--- config.mk ---
export PLATFORM = sky130hd
export DESIGN_NAME = kbd_fifo
export DESIGN_NICKNAME = d
export VERILOG_FILES = /design/src/rtl/kbd_fifo.sv
export SDC_FILE = /design/constraint.sdc
export NUM_CORES = 1
export LEC_CHECK = 0
export ABC_AREA = 1
export CAP_MARGIN = 20
export CORE_AREA = 2 2 132 134
export CTS_BUF_LIST = sky130_fd_sc_hd__clkbuf_2 sky130_fd_sc_hd__clkbuf_4 sky130_fd_sc_hd__clkbuf_8
export DETAILED_ROUTE_END_ITERATION = 10
export DIE_AREA = 0 0 134 136
export PLACE_DENSITY = 0.64
export SYNTH_ARGS = -nofsm -noshare
export SYNTH_HDL_FRONTEND = slang
export SYNTH_SLANG_ARGS = --single-unit
--- constraint.sdc ---
create_clock -name clk_50mhz -period 2.5 [get_ports clk_50mhz]
set_input_delay 0.5 -clock clk_50mhz [delete_from_list [all_inputs] [get_ports clk_50mhz]]
set_output_delay 0.5 -clock clk_50mhz [all_outputs]
set_load 0.05 [all_outputs]
--- src/rtl/kbd_fifo.sv ---
// kbd_fifo: keystroke buffer between the PS/2 decoder and the CPU TTY port.
// Rising edges of key_valid push key_ascii; rising edges of read pop the
// oldest byte into the registered rd_data. Status flags come from count.
//
// Strobe semantics: key_valid and read are levels of any length. Only their
// rising edge (current high, previous-cycle low) performs an operation, so a
// strobe held high for N cycles acts once. There is no ready/backpressure:
// a push into a full FIFO with no same-cycle pop is dropped and latches the
// sticky overflow flag, and a pop on an empty FIFO returns 8'h00 harmlessly.
module kbd_fifo #(
    parameter int DEPTH = 16,
    parameter int AW    = 4
) (
    input  logic          clk_50mhz,
    input  logic          rst,
    input  logic [7:0]    key_ascii,
    input  logic          key_valid,
    input  logic          read,
    input  logic          ovf_clr,
    output logic [7:0]    rd_data,
    output logic          empty,
    output logic          full,
    output logic [AW:0]   count,
    output logic          overflow,
    output logic          keypress
);

    localparam logic [AW:0] FULL_CNT = (AW + 1)'(DEPTH);

    logic [7:0]    mem [DEPTH];
    logic [AW-1:0] wp;
    logic [AW-1:0] rp;
    logic          kv_q;
    logic          rd_q;

    logic push_req;
    logic pop_req;
    logic do_pop;
    logic do_push;
    logic drop;

    // Edge detection and push/pop qualification; a pop frees a slot for a
    // same-cycle push, so a full FIFO can still accept when read coincides.
    always_comb begin
        push_req = key_valid & ~kv_q;
        pop_req  = read & ~rd_q;
        do_pop   = pop_req & ~empty;
        do_push  = push_req & (~full | do_pop);
        drop     = push_req & full & ~do_pop;
    end

    // Status flags derived from the registered occupancy counter.
    always_comb begin
        empty    = (count == '0);
        full     = (count == FULL_CNT);
        keypress = ~empty;
    end

    // Previous-cycle strobe levels; cleared by reset so a strobe held across
    // reset release is seen as a fresh edge.
    always_ff @(posedge clk_50mhz or posedge rst) begin
        if (rst) begin
            kv_q <= 1'b0;
            rd_q <= 1'b0;
        end else begin
            kv_q <= key_valid;
            rd_q <= read;
        end
    end

    // Storage array; contents are not reset, pointers define validity.
    always_ff @(posedge clk_50mhz) begin
        if (do_push) begin
            mem[wp] <= key_ascii;
        end
    end

    // Pointers wrap by natural overflow of their AW-bit width.
    always_ff @(posedge clk_50mhz or posedge rst) begin
        if (rst) begin
            wp <= '0;
            rp <= '0;
        end else begin
            if (do_push) begin
                wp <= wp + 1'b1;
            end
            if (do_pop) begin
                rp <= rp + 1'b1;
            end
        end
    end

    // Occupancy counter: simultaneous push and pop leave it unchanged.
    always_ff @(posedge clk_50mhz or posedge rst) begin
        if (rst) begin
            count <= '0;
        end else begin
            case ({do_push, do_pop})
                2'b10:   count <= count + 1'b1;
                2'b01:   count <= count - 1'b1;
                default: count <= count;
            endcase
        end
    end

    // Read data register: loads the head on a pop, 8'h00 on an empty pop,
    // otherwise holds so the bus can sample it on a later cycle.
    always_ff @(posedge clk_50mhz or posedge rst) begin
        if (rst) begin
            rd_data <= 8'h00;
        end else if (pop_req) begin
            rd_data <= do_pop ? mem[rp] : 8'h00;
        end
    end

    // Sticky overflow; a dropped push wins over a same-cycle clear.
    always_ff @(posedge clk_50mhz or posedge rst) begin
        if (rst) begin
            overflow <= 1'b0;
        end else if (drop) begin
            overflow <= 1'b1;
        end else if (ovf_clr) begin
            overflow <= 1'b0;
        end
    end

endmodule

---- Word-level counts from Yosys, hierarchy flattened ----
Memory sizes are Yosys's and may differ from the RTL's.
Index checks and enable logic that the tools add are counted.
storage, ports and cells
  register bits after elaboration ......... 24
  RAM bits ................................ 128
  input port bits ......................... 13
  output and inout port bits .............. 17
  logic and storage cells ................. 36
  memories kept ........................... 1
cells by class
  $add $sub $neg .......................... 4
  eq/ne operators ......................... 3
  muxes and demuxes ....................... 6
  bitwise operators ....................... 12
  reduce and logical (&&, ||, !) cells .... 3
memories
  memory  words  bits a word  rd ports  clocked after Yosys merged registers in  write ports  RTL line  source
  mem     16     8            1         0                                        1            30        logic [7:0] mem [DEPTH];
operator list
  operator                                             number
  one-hot mux 5 bit (2 select lines)                   1
  adder 4 x 1 -> 4 bit, second input constant          2
  two-way mux 8 bit                                    1
  AND 1 bit                                            6
  adder 5 x 1 -> 5 bit, second input constant          1
  equality test 5 bit, second input constant           1
  logical NOT 5 bit                                    1
  inverter 1 bit                                       5
  subtractor 5 x 1 -> 5 bit, second input constant     1
  two-way mux 1 bit                                    4
  nonzero test 2 bit                                   2
  equality test 2 x 1 -> 1 bit, second input constant  1
  equality test 2 bit, second input constant           1
  OR 1 bit                                             1

---- Depth between registers and ports, before layout ----
Gate-level depths: netlist (run 1).
  depth in word-level cells ............... 7
  mapped depth ............................ 14
  mapped depth without buffers ............ 14

---- Worst setup path after synthesis (run 1) ----
Ideal clock, no wire load.
  path type ............................... reg-to-reg
  start point ............................. register count[2]
  end point ............................... register count[4]
  library setup time ...................... 114 ps
  arrival ................................. 2362 ps
  required time ........................... 2386 ps
  path slack .............................. 25 ps
  stages on the path, launching flop included .. 14
  path buffers ............................ 0
  clock period less this slack ............ 2475 ps
  cells stage by stage .................... dfrtp_1 > nor2_1 > nand3_2 > nand3b_2 > inv_1 > ha_1 > a21oi_1 > nand2_1 > nand3_1 > nand2_1 > nand2_1 > nand2_1 > nand2_1 > inv_1
on the way
  longest elaborated chain between the ends .. 7
  elaborated cells between the ends (all ways) .. 13
  those cells by class .................... add/sub: 2; eq/ne: 3; mux: 1; bitwise: 5; reduce/logical: 2
RTL lines
  what                                                                      RTL line  source
  start: declaration                                                        23        output logic [AW:0] count,
  start signal: assignment                                                  99        2'b10: count <= count + 1'b1;
  start signal: assignment                                                  100       2'b01: count <= count - 1'b1;
  start signal: assignment                                                  101       default: count <= count;
  logical NOT 5 bit *                                                       54        empty = (count == '0);
  inverter 1 bit *                                                          --
  via keypress                                                              25        output logic keypress
  AND 1 bit *                                                               47        do_pop = pop_req & ~empty;
  OR 1 bit                                                                  48        do_push = push_req & (~full | do_pop);
  AND 1 bit                                                                 48
  equality test 2 x 1 -> 1 bit or equality test 2 bit (tied branches)       98        case ({do_push, do_pop})
  one-hot mux 5 bit (2 select lines) or nonzero test 2 bit (tied branches)  --
The timed path passes the listed nets; every way through them passes the cells marked *.
A chain may end at the register's enable or synchronous reset.

---- Final worst setup path (run 1) ----
  start point ............................. register count[0]
  end point ............................... output count[0]
No word-level cell between the ends.

==> results of run 1 <==
[flip-flops by register name, indices dropped and copies added (netlist names)]
register	flops
wp	4
rd_q	1
rp	4
count	5
rd_data	8
kv_q	1
overflow	1
mem	128
[cells by family after synthesis]
| logic type | after synthesis | synth area share (%) |
|---|---|---|
| AOI/OAI and AO/OA | 28 | 2.26 |
| buffers and inverters | 68 | 4.59 |
| adders and majority gates | 9 | 1.85 |
| DFF | 152 | 68.5 |
| xor gates and xnor gates | 8 | 1.08 |
| and+or+nand+nor | 343 | 21.7 |
[metal layers]
layer / vias up / GRT usage [%] / part of all wire, %
met3: 33 / 2.68 / 5.9
met1: 2173 / 22.1 / 41
li1: 2128 / - / -
met5: - / 0 / 0
met4: 0 / 8.63 / 3.2
met2: 163 / 29.3 / 50
[through the flow]
| stage | std cells | cell area (um^2) |
|---|---|---|
| global placement | 875 | 7210 |
| CTS | 907 | 7590 |
| finish | 907 | 7590 |
| detailed placement | 875 | 7210 |
| global route | 907 | 7590 |
| floorplan | 608 | 6490 |
[what timing repair did]
item,in CTS,in global routing
resized for setup,2,0
hold endpoints to repair,0,0
setup endpoints to repair,2,0
[placed cells by master (no fill, tap or decap), types with 2 or more instances in the layout]
cell,instances
nor2_1,64
clkbuf_4,4
xor2_1,7
dfrtp_1,23
bufinv_16,2
ha_1,8
edfxtp_1,128
nand3_1,64
nand2_2,5
dlygate4sd2_1,2
clkinv_1,5
buf_4,35
nand2_1,204
o21ai_0,20
clkbuf_8,17
a21oi_1,2
o21ai_1,4
inv_2,4
clkdlybuf4s50_1,26
clkinvlp_4,5
inv_1,38
[power groups by stage]
| stage | sequential [uW] | combinational (uW) | clock [uW] |
|---|---|---|---|
| final | 3230 | 3210 | 1830 |
| after global routing | 3260 | 3530 | 1940 |
| after CTS | 3230 | 3200 | 1850 |
| after detailed placement | 3280 | 3200 | 0 |
| after global placement | 3280 | 3150 | 0 |
| after floorplan | 3560 | 1910 | 0 |
[final cells by class]
cell class	count	share of cell area (%)
Timing Repair Buffer	64	7.38
Sequential cell	152	58.5
Clock inverter	11	1.63
Clock buffer	21	3.48
Tap cell	225	3.71
Multi-Input combinational cell	388	23.0
Inverter	46	2.27
[path summary, 6_finish.rpt]
check / start / end / slack (ps)
max reg2reg: count[2] / count[4] / 420
min: rst / rd_q / 400
max in group asynchronous: rst / rp[0] / 1830
max: count[0] / count[0] / 180
min reg2reg: rd_data[6] / rd_data[6] / 490
min in group clk_50mhz: rd_data[6] / rd_data[6] / 490
[worst max-delay path: stages, from the launching register on]
cell and delay [ps]:
dfrtp_1 390, buf_4 150, clkdlybuf4s50_1 810
==> reports/results.ini, run 1 <==
[setup_path]
worstSetupStartpointType=register
cp.arrival_ps=1820
cp_max_fo=4
critical_path_class=register to output pin
rr_worst_depth=13
end_kind=output pin
required_ps=2000

[global_routing]
grt_pass1_wl_um=23400
grt_max_degree=61
grt_antenna_before_repair=0
grt_overflow=0
grt_pass1_vias=4266
track_usage_pct=17.4

[pwr]
power_density_mw_per_mm2=1090
p_int_uw=4910
p_comb_share_pct=38.8
swShare_pct=40.6
peakVddDrop_uv=438
clock_power_share_pct=22.2
seq_power_share_pct=39.0
power.static_leakage_uw=0.00309
power_uw=8270
power.net_switching_uw=3360

[synthesis]
synth_area_leaders=edfxtp_1, nand2_1, dfrtp_1, nand3_1, nor2_1
yosysTopAreaCell=edfxtp_1
seq_area_frac_synth_pct=68.5
synth_commonest_cells=nand2_1, edfxtp_1, nand3_1, nor2_1, inv_1
synth_edf_count=128
syn_inst=608
ys_ff_latch=152
synthMostInstantiatedCell=nand2_1
syn_nets=630
synthFlopType=edfxtp_1
synth_area_mm2=0.00649
async_flop_share_pct=15.8
ys_types=28
syn_area_per_cell_um2=10.7
synth_top_area_share_pct=59.2
yosys_warnings=0

[placed_design]
place_ws_ps=28.9
numPortBuffers=29
place_congestion=0.895
dpl.hpwl_um=10500

[sta]
finalCriticalPeriod_ps=2320
setup_violations=0
period_share_pct=92.9
tns_ps=0
worst_hold_slack_ps=398
slew_headroom_pct=60.2
hold_viol_final=0
tightest_slew_ps=596
rsz0062_at_grt=false
fin_skew_ps=11.2
timing.fmax_mhz=430
fin_ws_ps=177
drv_slew=0

[die]
coreArea_mm2=0.0169
die-area_mm2=0.0182
rows=48
io-pin-count=30
die_h_um=136
initial_core_util_pct=38.4
die_w_um=134

[routing]
vias=4497
first_pass_iters=6
totalWireLength_um=15200
post_drt_via_cell_ratio=4.96
detail-route-antenna-nets=0
post_drt_wl_per_cell_um=16.8
initialDrtViolationCount=422
remaining_drc_errors=0

[flow_run]
maxCapViolCount=0

[finish]
seq_area_mm2=0.00445
n_fill_cell=1512
area_growth_pct=17.0
post_route_cells_drive_above_1_share_pct=11.9
diodes=0
finalNetCount=691
multi_input_area_mm2=0.00175
fin_util_pct=45.0

[clocking]
clock-root-buffer=clkbuf_8
clk_latency_ps=470
cts_setup_buffers=0
cts_made_buffers=17
clk_pin_slew_worst_paths_ps=80
cts_num_sinks=152
hold_buffers=0
clk_path_buf_depth=2
cts_tree=yes
htreeDepth=4

[worst_hold_path]
worstHoldPathType=input pin to async pin

[status]
status=finished clean

Power figures use the tool's default switching activity.
==> run 2: changes to the inputs <==
--- a/config.mk
+++ b/config.mk
@@ -7,11 +7,12 @@
 export LEC_CHECK = 0
 export ABC_AREA = 1
 export CAP_MARGIN = 20
-export CORE_AREA = 2 2 132 134
+export CORE_AREA = 2 2 106 108
 export CTS_BUF_LIST = sky130_fd_sc_hd__clkbuf_2 sky130_fd_sc_hd__clkbuf_4 sky130_fd_sc_hd__clkbuf_8
 export DETAILED_ROUTE_END_ITERATION = 10
-export DIE_AREA = 0 0 134 136
-export PLACE_DENSITY = 0.64
+export DIE_AREA = 0 0 108 110
+export GPL_TIMING_DRIVEN = 0
+export PLACE_DENSITY = 0.89
 export SYNTH_ARGS = -nofsm -noshare
 export SYNTH_HDL_FRONTEND = slang
 export SYNTH_SLANG_ARGS = --single-unit
==> reports/results.ini, run 2 (synthesis results as in run 1) <==
[sta]
period_share_pct=97.1  ; +4.2 points
hold_viol_final=0  ; unchanged
drv_slew=0  ; unchanged
setup_violations=0  ; unchanged
fin_skew_ps=7.60  ; -3.64 ps
timing.fmax_mhz=412  ; -4.3%
tns_ps=0  ; unchanged
tightest_slew_ps=982  ; +386 ps
rsz0062_at_grt=true
finalCriticalPeriod_ps=2430  ; +105 ps
worst_hold_slack_ps=484  ; +85.3 ps
slew_headroom_pct=34.3  ; -26 points

[worst_hold_path]
worstHoldPathType=register to register

[clocking]
clk_path_buf_depth=2  ; unchanged
clk_latency_ps=450  ; -20 ps
cts_tree=yes
htreeDepth=4  ; unchanged
clk_pin_slew_worst_paths_ps=80  ; about the same
clock-root-buffer=clkbuf_8
cts_setup_buffers=0  ; unchanged
cts_num_sinks=152  ; unchanged
cts_made_buffers=17  ; unchanged

[finish]
final_common_cell=nand2_1
final_cell_mix=nand2_1, edfxtp_1, nand3_1
finalNetCount=678  ; -1.9%
final_area_mm2=0.00742  ; -2.3%
diodes=0  ; unchanged
largest_register=mem
area_growth_pct=14.4
top_regs=mem: 128 flops, rd_data: 8 flops, count: 5 flops
largest_register_ffs=128  ; unchanged
post_route_cells_drive_above_1_share_pct=10.0  ; -1.9 points

[status]
status=finished clean

[placed_design]
dpl.hpwl_um=10300  ; -2.1%
dpl_cell_area_mm2=0.00695  ; -3.5%
place_congestion=0.956  ; +6.8%
numPortBuffers=29  ; unchanged

[global_routing]
grt_antenna_before_repair=0  ; unchanged
track_usage_pct=28.2  ; +11 points
grt_pass1_vias=4583  ; +7.4%
grt_pass1_wl_um=23900  ; +2.3%
grt_overflow=0  ; unchanged
grt_max_degree=25  ; -59%

[die]
die_h_um=110  ; -19%
die_w_um=108  ; -19%
io-pin-count=30  ; unchanged
initial_core_util_pct=60.7  ; +22 points
rows=38  ; -21%
coreArea_mm2=0.0107  ; -37%
die-area_mm2=0.0119  ; -35%

[setup_path]
required_ps=2570  ; +570 ps
cp_max_fo=10  ; +6
critical_path_class=input pin to register
cp.arrival_ps=2500  ; +680 ps
worstSetupStartpointType=input pin
end_kind=register

[routing]
post_drt_via_cell_ratio=5.76  ; +16%
remaining_drc_errors=0  ; unchanged
detail-route-antenna-nets=0  ; unchanged
first_pass_iters=5  ; -1
initialDrtViolationCount=581  ; +38%
vias=4661  ; +3.6%
totalWireLength_um=15500  ; +1.9%
post_drt_wl_per_cell_um=19.2  ; +14%

[pwr]
peakVddDrop_uv=680  ; +55%
power_density_mw_per_mm2=1180  ; +8.1%
power.static_leakage_uw=0.00304  ; -1.8%

[flow_run]
maxCapViolCount=0  ; unchanged

-- run 2: what timing repair did --
item / CTS / global route
hold buffers: 0 / 0
gates resized for setup: 3 / 4
setup endpoints to repair: 3 / 37
-- run 2: per-stage QoR --
step                      power, uW  setup WS, ps  std cells  utilization [%]
after floorplan                5470          24.8        608                -
after global placement         6440          -301        777             65.0
after detailed placement       6570          -404        777             65.0
after CTS                      8680          51.1        809             69.3
after global routing           9180         -35.2        809             69.4
final                          8740          71.9        809             69.4
-- run 2: worst paths after layout --
kind	end	slack, ps	depth (start not counted)	start
worst min register to register	rd_data[3]	480	2	rd_data[3]
worst max-delay path	mem[3][7]	70	7	read
max in group asynchronous	wp[3]	1320	2	rst
worst max register to register	count[4]	200	13	count[2]
min in group asynchronous	rd_q	580	2	rst
worst min-delay path	rd_data[3]	480	2	rd_data[3]
-- run 2: cell type report --
class	count	area [um^2]
sequential	152	4440
fill	713	3280
multi-input combinational	388	1750
timing repair buffer	29	288
clock buffer	18	241
clock inverter	14	221
tap	140	175
inverter	46	173
buffer	22	125
-- run 2: critical path, stage by stage --
cell and delay (ps):
clkdlybuf4s50_1 490, nand2_2 150, nand4_1 200, nand2_2 110, nor2_1 170, inv_1 120, nor2_1 760
-- run 2: report_power, final --
part | internal (uW) | switching, uW | leakage [uW] | total [uW]
Combinational | 1010 | 2410 | 0.00137 | 3420
Sequential | 3020 | 175 | 0.00144 | 3190
Clock | 1210 | 924 | 0.000225 | 2130
Total | 5230 | 3510 | 0.00304 | 8740
-- run 2: routing by layer --
metal  track usage (%)  wire length [um]
met3              6.70              1600
met2              45.8              7580
met4              15.8               736
met1              35.4              5610
met5                 0                 0
